--- src/rtl/reg_file_pkg.sv ---
// Shared state type, constants and read-select rule for reg_file_mp.
// Optional feature: define REG_FILE_ZERO_REG_EN to hardwire register 0 to zero.
package reg_file_pkg;

   localparam int ST_W = 1;

   typedef enum logic [ST_W-1:0] {
      IDLE  = 1'b0,
      SWEEP = 1'b1
   } clr_state_e;

   typedef enum logic [1:0] {
      SEL_ZERO,
      SEL_BYP,
      SEL_MEM
   } rd_sel_e;

`ifdef REG_FILE_ZERO_REG_EN
   localparam bit ZERO_REG = 1'b1;
`else
   localparam bit ZERO_REG = 1'b0;
`endif

   localparam int unsigned SWEEP_START = ZERO_REG ? 1 : 0;

   function automatic rd_sel_e rd_sel(
      input int unsigned addr,
      input int unsigned depth,
      input logic        wr_ok,
      input int unsigned wr_addr
   );
      if (addr >= depth || (ZERO_REG && addr == 0)) return SEL_ZERO;
      if (wr_ok && wr_addr == addr) return SEL_BYP;
      return SEL_MEM;
   endfunction

endpackage

--- src/rtl/reg_file_clr_seq.sv ---
// Clear sequencer: walks the array one register per cycle while BUSY.
// With REG_FILE_ZERO_REG_EN the walk skips register 0.
module reg_file_clr_seq
   import reg_file_pkg::*;
#(
   parameter  int DEPTH  = 4,
   localparam int ADDR_W = $clog2(DEPTH)
) (
   input  logic              clk,
   input  logic              rst_n,
   input  logic              clr_req,
   output logic              busy,
   output logic              clr_we,
   output logic [ADDR_W-1:0] clr_addr
);

   localparam logic [ADDR_W-1:0] IDX_FIRST = ADDR_W'(SWEEP_START);
   localparam logic [ADDR_W-1:0] IDX_LAST  = ADDR_W'(DEPTH - 1);

   clr_state_e        state_q, state_d;
   logic [ADDR_W-1:0] idx_q, idx_d;

   always_ff @(posedge clk or negedge rst_n) begin
      if (!rst_n) begin
         state_q <= IDLE;
         idx_q   <= '0;
      end else begin
         state_q <= state_d;
         idx_q   <= idx_d;
      end
   end

   always_comb begin
      state_d = state_q;
      idx_d   = idx_q;
      case (state_q)
         IDLE: begin
            if (clr_req) begin
               state_d = SWEEP;
               idx_d   = IDX_FIRST;
            end
         end
         SWEEP: begin
            if (idx_q == IDX_LAST) begin
               state_d = IDLE;
               idx_d   = '0;
            end else begin
               idx_d = idx_q + ADDR_W'(1);
            end
         end
         default: state_d = IDLE;
      endcase
   end

   assign busy     = (state_q == SWEEP);
   assign clr_we   = busy;
   assign clr_addr = idx_q;

endmodule

--- src/rtl/reg_file_mp.sv ---
// Multi-port register file: one write port, two registered read ports, clear engine.
// Optional feature: REG_FILE_ZERO_REG_EN makes register 0 read as zero.
module reg_file_mp
   import reg_file_pkg::*;
#(
   parameter  int WIDTH  = 8,
   parameter  int DEPTH  = 4,
   localparam int ADDR_W = $clog2(DEPTH)
) (
   input  logic              clk,
   input  logic              rst_n,
   input  logic              WR_EN,
   input  logic [ADDR_W-1:0] DIR_WR,
   input  logic [WIDTH-1:0]  DI,
   input  logic              RD_EN,
   input  logic [ADDR_W-1:0] DIR_A,
   input  logic [ADDR_W-1:0] DIR_B,
   output logic [WIDTH-1:0]  DOA,
   output logic [WIDTH-1:0]  DOB,
   input  logic              CLR,
   output logic              BUSY
);

   logic [WIDTH-1:0]  mem_q [DEPTH];
   logic [WIDTH-1:0]  mem_d [DEPTH];
   logic [WIDTH-1:0]  doa_q, doa_d;
   logic [WIDTH-1:0]  dob_q, dob_d;
   logic [WIDTH-1:0]  mem_a, mem_b;
   logic              busy, clr_we;
   logic [ADDR_W-1:0] clr_addr;
   logic              wr_ok, rd_ok;
   rd_sel_e           sel_a, sel_b;

   reg_file_clr_seq #(
      .DEPTH (DEPTH)
   ) u_clr_seq (
      .clk      (clk),
      .rst_n    (rst_n),
      .clr_req  (CLR),
      .busy     (busy),
      .clr_we   (clr_we),
      .clr_addr (clr_addr)
   );

   // CLR beats a same-cycle write; range check happens before any indexing
   assign wr_ok = WR_EN && !busy && !CLR
                  && (32'(DIR_WR) < DEPTH)
                  && !(ZERO_REG && DIR_WR == '0);
   assign rd_ok = RD_EN && !busy;

   always_comb begin
      for (int i = 0; i < DEPTH; i++) begin
         mem_d[i] = mem_q[i];
         if (clr_we && 32'(clr_addr) == i) begin
            mem_d[i] = '0;
         end else if (wr_ok && 32'(DIR_WR) == i) begin
            mem_d[i] = DI;
         end
         if (ZERO_REG && i == 0) mem_d[i] = '0;
      end
   end

   always_comb begin
      mem_a = '0;
      mem_b = '0;
      for (int i = 0; i < DEPTH; i++) begin
         if (32'(DIR_A) == i) mem_a = mem_q[i];
         if (32'(DIR_B) == i) mem_b = mem_q[i];
      end
      sel_a = rd_sel(32'(DIR_A), DEPTH, wr_ok, 32'(DIR_WR));
      sel_b = rd_sel(32'(DIR_B), DEPTH, wr_ok, 32'(DIR_WR));
   end

   always_comb begin
      doa_d = doa_q;
      dob_d = dob_q;
      if (rd_ok) begin
         case (sel_a)
            SEL_ZERO: doa_d = '0;
            SEL_BYP:  doa_d = DI;
            default:  doa_d = mem_a;
         endcase
         case (sel_b)
            SEL_ZERO: dob_d = '0;
            SEL_BYP:  dob_d = DI;
            default:  dob_d = mem_b;
         endcase
      end
   end

   always_ff @(posedge clk or negedge rst_n) begin
      if (!rst_n) begin
         for (int i = 0; i < DEPTH; i++) mem_q[i] <= '0;
         doa_q <= '0;
         dob_q <= '0;
      end else begin
         mem_q <= mem_d;
         doa_q <= doa_d;
         dob_q <= dob_d;
      end
   end

   assign DOA  = doa_q;
   assign DOB  = dob_q;
   assign BUSY = busy;

endmodule

--- config.mk ---
export PLATFORM = sky130hd
export DESIGN_NAME = reg_file_mp
export DESIGN_NICKNAME = d
export VERILOG_FILES = /design/src/rtl/reg_file_pkg.sv /design/src/rtl/reg_file_clr_seq.sv /design/src/rtl/reg_file_mp.sv
export SDC_FILE = /design/constraint.sdc
export NUM_CORES = 1
export LEC_CHECK = 0
export ABC_CLOCK_PERIOD_IN_PS = 4000
export CAP_MARGIN = 30
export CORE_MARGIN = 10
export CORE_UTILIZATION = 41
export DETAILED_ROUTE_END_ITERATION = 10
export DONT_BUFFER_PORTS = 1
export PLACE_DENSITY = 0.54
export SLEW_MARGIN = 20
export SYNTH_ARGS = -nofsm -noshare
export SYNTH_HDL_FRONTEND = slang
export SYNTH_SLANG_ARGS = --single-unit
--- constraint.sdc ---
create_clock -name clk -period 4 [get_ports clk]
set_input_delay 0.2 -clock clk [delete_from_list [all_inputs] [get_ports clk]]
set_output_delay 0.2 -clock clk [all_outputs]
set_load 0.03 [all_outputs]
## After elaboration in Yosys (flattened, before gate mapping)

Cells that the tools add are included.

| storage, ports and cells | value |
|---|---|
| flip-flop bits (word level) | 51 |
| input port bits | 19 |
| word-level logic and storage cells | 82 |

| cells by class | value |
|---|---|
| add/subtract/negate cells | 1 |
| equal/unequal tests | 17 |
| multiplexer cells | 30 |
| bitwise operators | 1 |
| reduce and logical (&&, ||, !) cells | 25 |

Operators with widths:

| kind | count |
|---|---|
| $mux 8 | 16 |
| $pmux 8 s2 | 2 |
| $eq 2x2->1 const B | 8 |
| $logic_and 1x1->1 | 13 |
| $eq 2x1->1 const B | 6 |
| $logic_not 2->1 | 6 |
| $mux 2 | 6 |
| $reduce_bool 2->1 | 4 |
| $eq 2x2->1 | 2 |
| $mux 1 | 4 |
| $pmux 2 s2 | 1 |
| $add 2x1->2 const B | 1 |
| $logic_not 1->1 | 2 |
| $ne 2x2->1 const B | 1 |
| $pmux 1 s2 | 1 |
| $not 1->1 | 1 |

## Depth between registers and ports, before layout

Gate-level depths: netlist of the first run.

| depth | value |
|---|---|
| word-level depth | 8 |
| mapped depth | 6 |

## Modules after synthesis

Synthesis of the first run repeated with hierarchy kept, for this count alone.

| second synthesis, totals | value |
|---|---|
| cells, all modules | 283 |
| area total of the unflattened synthesis | 2,976.6 um2 |

Modules (own cells, without submodules):

| module | times used | cells an instance | area an instance (um2) | seq. area each (um2) |
|---|---|---|---|---|
| reg_file_mp | 1 | 271 | 2,841.5 | 1,201.2 |
| reg_file_clr_seq | 1 | 12 | 135.1 | 75.1 |

## Least setup slack after synthesis of the first run

No wires, ideal clock.

| timing | value |
|---|---|
| path type | reg-to-reg |
| start point | reg u_clr_seq.state_q, in the netlist u_clr_seq.busy |
| end point | reg dob_q[5], in the netlist DOB[5] |
| library setup time | 0.141 ns |
| arrival time | 1.507 ns |
| data required time | 3.859 ns |
| setup slack | 2.352 ns |
| stages on the path, launching flop included | 6 |
| period minus slack after synthesis | 1.648 ns |
| path through | dfrtp_1 or3b_1 buf_6 buf_6 o31ai_1 a31oi_1 |

| on the way | value |
|---|---|
| cells in the longest elaborated chain, start to end | 8 |

RTL lines:

| item | RTL line | RTL |
|---|---|---|
| start: declaration | reg_file_clr_seq.sv:20 | `clr_state_e state_q, state_d;` |
| start signal: assignment | reg_file_clr_seq.sv:28 | `state_q <= state_d;` |
| $logic_not 1->1 * | reg_file_mp.sv:46, reg_file_mp.sv:49 |  |
| $logic_and 1x1->1 (2 in a row) | reg_file_mp.sv:46 | `assign wr_ok = WR_EN && !busy && !CLR` |
| $logic_and 1x1->1 | reg_file_pkg.sv:33 | `if (wr_ok && wr_addr == addr) return SEL_BYP;` |
| $mux 1 | reg_file_pkg.sv:33 |  |
| $mux 2 | reg_file_pkg.sv:34 | `return SEL_MEM;` |
| $eq 2x1->1 or $logic_not 2->1 (tied branches) | reg_file_mp.sv:83 | `case (sel_b)` |
| $pmux 8 s2 | reg_file_mp.sv:83 |  |
| end signal: assignment | reg_file_mp.sv:99 | `dob_q <= dob_d;` |
| end: declaration | reg_file_mp.sv:27 | `logic [WIDTH-1:0] dob_q, dob_d;` |

Mark *: on every way between the ends. The rest lies on a longest branch, timed or not.
A chain may end at the register's enable or synchronous reset.

## Worst setup path in the final report of the first run

| timing | value |
|---|---|
| start point | reg u_clr_seq.state_q, in the netlist u_clr_seq.busy |
| end point | reg mem_q[7] in the netlist's numbering |

| on the way | value |
|---|---|
| cells in the longest elaborated chain, start to end | 5 |

RTL lines:

| item | RTL line | RTL |
|---|---|---|
| $logic_not 1->1 | reg_file_mp.sv:46 |  |
| $logic_and 1x1->1 (2 in a row) | reg_file_mp.sv:46 |  |
| $logic_and 1x1->1 | reg_file_mp.sv:56 | `end else if (wr_ok && 32'(DIR_WR) == i) begin` |
| $reduce_bool 2->1 (no line) | - |  |
| end signal: assignment | reg_file_mp.sv:97 | `mem_q <= mem_d;` |
| end: declaration | reg_file_mp.sv:24 | `logic [WIDTH-1:0] mem_q [DEPTH];` |

Several ways; a longest one is shown, not always the timed one.

==> results.md, run 1 <==
* Kind of critical path: reg -> reg
* Die area at 0.0110 sq mm
* Initial antenna violation count at 0
* Synth Instances at 290
* Maximum VDD drop at 0.375 mV
* Number of remaining DRC errors at 0
* Area added between synthesis and finish at 3.95%
* RSZ-0062 raised after global routing: false
* Post-synth top area cell: dfrtp_1
* GR Util All Layers at 14.6%
* Post-CTS setup buffers at 0
* Synth Net Count at 313
* Final Setup Violations at 0
* #FFs+latches synth at 51
* Fraction of layout cells with a size suffix above 1 at 11.7%
* Crit end category: flop
* IO Port Bufs at 0
* CP Data Arrival Time at 2.29 ns
* Post-DP Area at 0.00291 sq mm
* Rel. slew slack at 36.6%
* Largest net degree at the start of global routing at 52
* Top post-synthesis cells by area: dfrtp_1, mux4_2, o21ai_0, a21oi_1, nand3_1
* CTS Hold Buffers Added at 3
* Worst path required time at 4.19 ns
* Die height at 105 microns
* Achievable Freq at 477 MHz
* CP startpoint kind: flop
* Site Rows at 30
* Ant. Diodes at 0
* Detail Route Antenna Nets at 0
* Status: finished clean
* # fillers at 674
* Initial Util at 42.9%
* # clock sinks at 51
* PD cells at 606 mW/mm^2
* RD Place Congestion at 0.760
* Synth Warn # at 0
* Drt pass-1 iters at 4
* Syn avg cell area at 10.2 sq um
* Clk root buf: clkbuf_8
* Final HPWL DP at 5.41 mm
* Clock Pin Slew Worst Setup and Hold Paths at 0.10 ns
* Min Tclk post-route at 2.10 ns
* Area of the multi-input gates at 0.00150 sq mm
* Drt wl/cell at 22.4 microns
* Routed WL at 8.27 mm
* HP Class: in -> reg
* Total vias in the final route at 2,243
* Core area at 0.00687 sq mm
* Seq. cell area at 0.00128 sq mm
* Num ports at 36
* Die Wd at 105 microns
* Distinct cell type count after synthesis at 31
* Vias in the first global route at 2,252
* Post-Syn Area at 0.00295 sq mm
* Fin. Hold Viols at 0
* Worst-Margin Slew at 0.949 ns
* Number of buffers created by CTS at 5
* Nets@finish at 295
* First-pass GRT wire length at 12.9 mm
* Synth top area share at 43.3%
* Register area share after synthesis at 43.3%
* PostCTS Resize Cnt at 0
* Iter 0 DRT Violations at 150
* Post-route cell area at 0.00306 sq mm
* Setup TNS at 0 ns
* H-tree Lvls at 2
* CTS tree: yes
* Max-slew violations at 0
* CTS max path bufs at 2
* Clk_lat worst skew at 0.32 ns
* Total gr overflow at 0
* Vias per Instance at 6.08
* Max-cap violations at 0
* Final period util at 52.4%
* Pleak at 1.13 nW
* CP Max Fanout at 16
* Clock Skew at 0.00508 ns
-- cells in the mapped netlist, drive strengths merged --
cell type / number
dfrtp: 51
o21ai: 34
a21oi: 32
nand3: 32
buf: 17
nor2: 17
a31oi: 16
mux4: 16
nand4: 16
o31ai: 16
clkbuf: 13
and2: 4
ha: 4
inv: 4
xnor2: 4
xor2: 4
a22o: 1
and4bb: 1
nand2: 1
nand2b: 1
nand4bb: 1
nor2b: 1
nor3b: 1
nor4b: 1
or3b: 1
or4b: 1
-- metal layers --
layer  GRT usage (%)  vias to the layer above  wire [microns]  part of all wire (%)
met5               0                        -               0                     0
met4            4.02                        0              77                  0.93
met3            3.99                       10             658                   8.0
met2            23.0                       68            3890                    47
met1            19.3                     1102            3640                    44
li1                -                     1063               -                     -
-- power by group --
| part | internal [mW] | switching (mW) | leakage, nW |
|---|---|---|---|
| Sequential | 0.694 | 0.333 | 0.665 |
| Combinational | 0.230 | 0.287 | 0.420 |
| Clock | 0.122 | 0.189 | 0.0402 |
| Total | 1.05 | 0.809 | 1.13 |
-- cells by family (layout without fill, tap and decap cells) --
family | Yosys count | in the layout | share of synthesized area (%)
compound gates | 99 | 99 | 19.0
simple gates | 78 | 78 | 15.2
flops | 51 | 51 | 43.3
buf+inv | 34 | 17 | 6.16
mux | 16 | 16 | 12.2
xor+xnor | 8 | 8 | 2.38
fa+ha+maj | 4 | 4 | 1.70
-- metrics by stage --
step           power, mW  hold WS [ns]  util (%)  cells  setup slack [ns]
2_1_floorplan       1.42       -0.0956         -    290              2.35
3_3_place_gp        1.52       -0.0931      42.2    356              1.96
3_5_place_dp        1.54       -0.0933      42.3    356              1.93
4_1_cts             1.87       0.00351      44.3    367              1.91
5_1_grt             1.98       0.00409      44.6    369              1.72
6_report            1.86       0.00873      44.6    369              1.90
-- path summary, 6_finish.rpt --
path / start / end / slack, ns / cells after the start
max in group asynchronous: rst_n / mem_q[3]$_DFFE_PN0P_ / 3.37 / 2
min in group asynchronous: rst_n / DOB[1]$_DFFE_PN0P_ / 0.39 / 2
min reg2reg: mem_q[0]$_DFFE_PN0P_ / mem_q[0]$_DFFE_PN0P_ / 0.56 / 2
min: DI[6] / mem_q[14]$_DFFE_PN0P_ / 0.009 / 2
max: u_clr_seq.busy$_DFF_PN0_ / mem_q[7]$_DFFE_PN0P_ / 1.90 / 3
max reg2reg: u_clr_seq.busy$_DFF_PN0_ / mem_q[7]$_DFFE_PN0P_ / 1.90 / 3
-- layout by cell type, fill, tap and decap left out, types with 2 or more instances in the layout --
cell           instances
a31oi_1               16
clkbuf_8               5
nand3_1               32
ha_1                   4
xnor2_1                4
inv_1                  4
nand4_1               16
dfrtp_1               51
a21oi_1               32
dlygate4sd3_1          2
o21ai_0               33
clkinvlp_4             2
o31ai_1               16
xor2_1                 4
nor2_1                17
and2_1                 4
mux4_2                16
-- worst max-delay path, cell delays in order, from the launching register on --
cell and delay, ns:
dfrtp_1 0.68, nand4bb_1 0.78, o21ai_0 0.39, a21oi_1 0.12
-- sequential cells by signal, summed over array words and instances (netlist names) --
register and flops:
DOA 8, DOB 8, mem_q 32, u_clr_seq.busy 1
u_clr_seq.clr_addr 2
-- cell type report --
cell class	count	area share [%]
multi-input combinational	205	48.8
sequential	51	41.7
tap	96	3.92
clock buffer	5	2.25
timing repair buffer	5	2.17
clock inverter	3	0.654
inverter	4	0.490
No activity file was read; power rests on OpenSTA's default activity.
==> run 2: changes to the inputs <==
Settings changed: ABC_CLOCK_PERIOD_IN_PS 4000 to 2200.
Clock period 4 ns to 2.2 ns, I/O delays scaled along.
==> results.md, run 2 (synthesis results as in run 1) <==
* Status: finished clean
* Core area at 0.00687 sq mm
* GR Util All Layers at 15.0%
* Hold Startpoint: DIR_WR[1]
* Worst-Margin Slew at 0.734 ns
* Crit end category: flop
* Detail Route Antenna Nets at 0
* Vias per Instance at 6.22
* Fin. Hold Viols at 0
* # clock sinks at 51
* FF-to-FF Start: u_clr_seq.busy$_DFF_PN0_
* Die height at 105 microns
* Die area at 0.0110 sq mm
* CTS max path bufs at 2
* Final period util at 91.5%
* Largest net degree at the start of global routing at 52
* Area added between synthesis and finish at 8.88%
* CP Max Fanout at 16
* Initial antenna violation count at 0
* Largest register FFs at 32
* Num ports at 36
* CTS tree: yes
* Rel. slew slack at 50.7%
* Clock Skew at 0.0130 ns
* Post-CTS setup buffers at 0
* Initial Util at 42.9%
* Setup TNS at 0 ns
* Total vias in the final route at 2,382
* Achievable Freq at 497 MHz
* Min Tclk post-route at 2.01 ns
* Die Wd at 105 microns
* Drt pass-1 iters at 4
* Vias in the first global route at 2,279
* Nets@finish at 309
* Clk_lat worst skew at 0.32 ns
* IO Port Bufs at 0
* CTS Hold Buffers Added at 13
* Biggest register: mem_q
* CP startpoint kind: flop
* Final Setup Violations at 0
* Cells on Worst Hold Path at 2
* Reg2reg end: mem_q[11]$_DFFE_PN0P_
* H-tree Lvls at 2
* Most common cell after layout, fill and taps aside: dfrtp_1
* Number of remaining DRC errors at 0
* Site Rows at 30
* FF-to-FF setup slack at 0.19 ns
* Max-cap violations at 0
* Iter 0 DRT Violations at 179
* CP Data Arrival Time at 2.26 ns
* RD Place Congestion at 0.786
* Max-slew violations at 0
* Drt wl/cell at 21.8 microns
* Pleak at 1.20 nW
* RSZ-0062 raised after global routing: false
* Kind of critical path: reg -> reg
* Util after Layout at 46.7%
* PostCTS Resize Cnt at 0
* Fraction of layout cells with a size suffix above 1 at 12.5%
* Final HPWL DP at 5.40 mm
* Clock Pin Slew Worst Setup and Hold Paths at 0.10 ns
* First-pass GRT wire length at 13.3 mm
* HP Class: in -> reg
* Number of buffers created by CTS at 5
* Ant. Diodes at 0
* Worst hold endpoint: mem_q[31]$_DFFE_PN0P_
* Most frequent cells in the layout: dfrtp_1, o21ai_0, nand3_1, a21oi_1, nor2_1
* PD cells at 1100 mW/mm^2
* Worst Reg-to-Reg Cells at 6
* Total gr overflow at 0
* Worst path required time at 2.45 ns
* Maximum VDD drop at 0.531 mV
* Routed WL at 8.34 mm
* Clk root buf: clkbuf_8
## run 2: cell types whose count changed in the layout (fill, tap and decap cells not counted), sizes merged
cell         before  now
clkinvlp          2    0
dlygate4sd3       2   12
buf               3    7
bufinv            0    1
clkinv            1    2
## run 2: cell type report
cell class	instances	area, sq um
clock buffer	5	68.8
clock inverter	3	43.8
fill	669	3660
inverter	4	15.0
multi-input combinational	205	1490
sequential	51	1280
tap	96	120
timing repair buffer	19	193
## run 2: where the power goes
| part | leakage, nW | switching [mW] | internal (mW) | total [mW] |
|---|---|---|---|---|
| Sequential | 0.665 | 0.549 | 1.26 | 1.81 |
| Combinational | 0.474 | 0.602 | 0.446 | 1.05 |
| Clock | 0.0581 | 0.340 | 0.339 | 0.679 |
| Total | 1.20 | 1.49 | 2.05 | 3.54 |
## run 2: critical path, cell delays in order (launching register included)
cell	delay [ns]
dfrtp_1	0.41
buf_4	0.22
nor4b_4	0.27
buf_4	0.26
nand3_1	0.10
dlygate4sd3_1	0.58
a21oi_1	0.12
## run 2: how the worst max path moves through the flow
stage / start / end / slack (ns) / depth (start not counted)
after CTS: u_clr_seq.busy$_DFF_PN0_ / mem_q[11]$_DFFE_PN0P_ / 0.19 / 6
after global routing: u_clr_seq.busy$_DFF_PN0_ / mem_q[11]$_DFFE_PN0P_ / 0.04 / 6
after floorplan: u_clr_seq.busy$_DFF_PN0_ / DOB[5]$_DFFE_PN0P_ / 0.55 / 5
after global placement: u_clr_seq.busy$_DFF_PN0_ / DOB[0]$_DFFE_PN0P_ / 0.56 / 3
after detailed placement: u_clr_seq.busy$_DFF_PN0_ / DOB[0]$_DFFE_PN0P_ / 0.56 / 3
final: u_clr_seq.busy$_DFF_PN0_ / mem_q[11]$_DFFE_PN0P_ / 0.19 / 6
## run 2: per-layer routing
metal	routed length, microns	global-route usage [%]	share of wire, %
met3	1040	5.22	13
met4	51	3.04	0.61
met5	0	0	0
met2	3730	21.8	45
met1	3510	20.9	42
## run 2: metrics by stage
| stage | instances | instance area (sq um) | power [mW] | setup slack, ns | hold slack, ns |
|---|---|---|---|---|---|
| after CTS | 383 | 3210 | 3.56 | 0.192 | 0.00978 |
| after global routing | 383 | 3210 | 3.78 | 0.0448 | 0.0119 |
| after global placement | 362 | 2950 | 2.81 | 0.558 | -0.183 |
| after floorplan | 290 | 2950 | 2.59 | 0.552 | -0.186 |
| after detailed placement | 362 | 2950 | 2.83 | 0.562 | -0.183 |
| final | 383 | 3210 | 3.54 | 0.187 | 0.0190 |
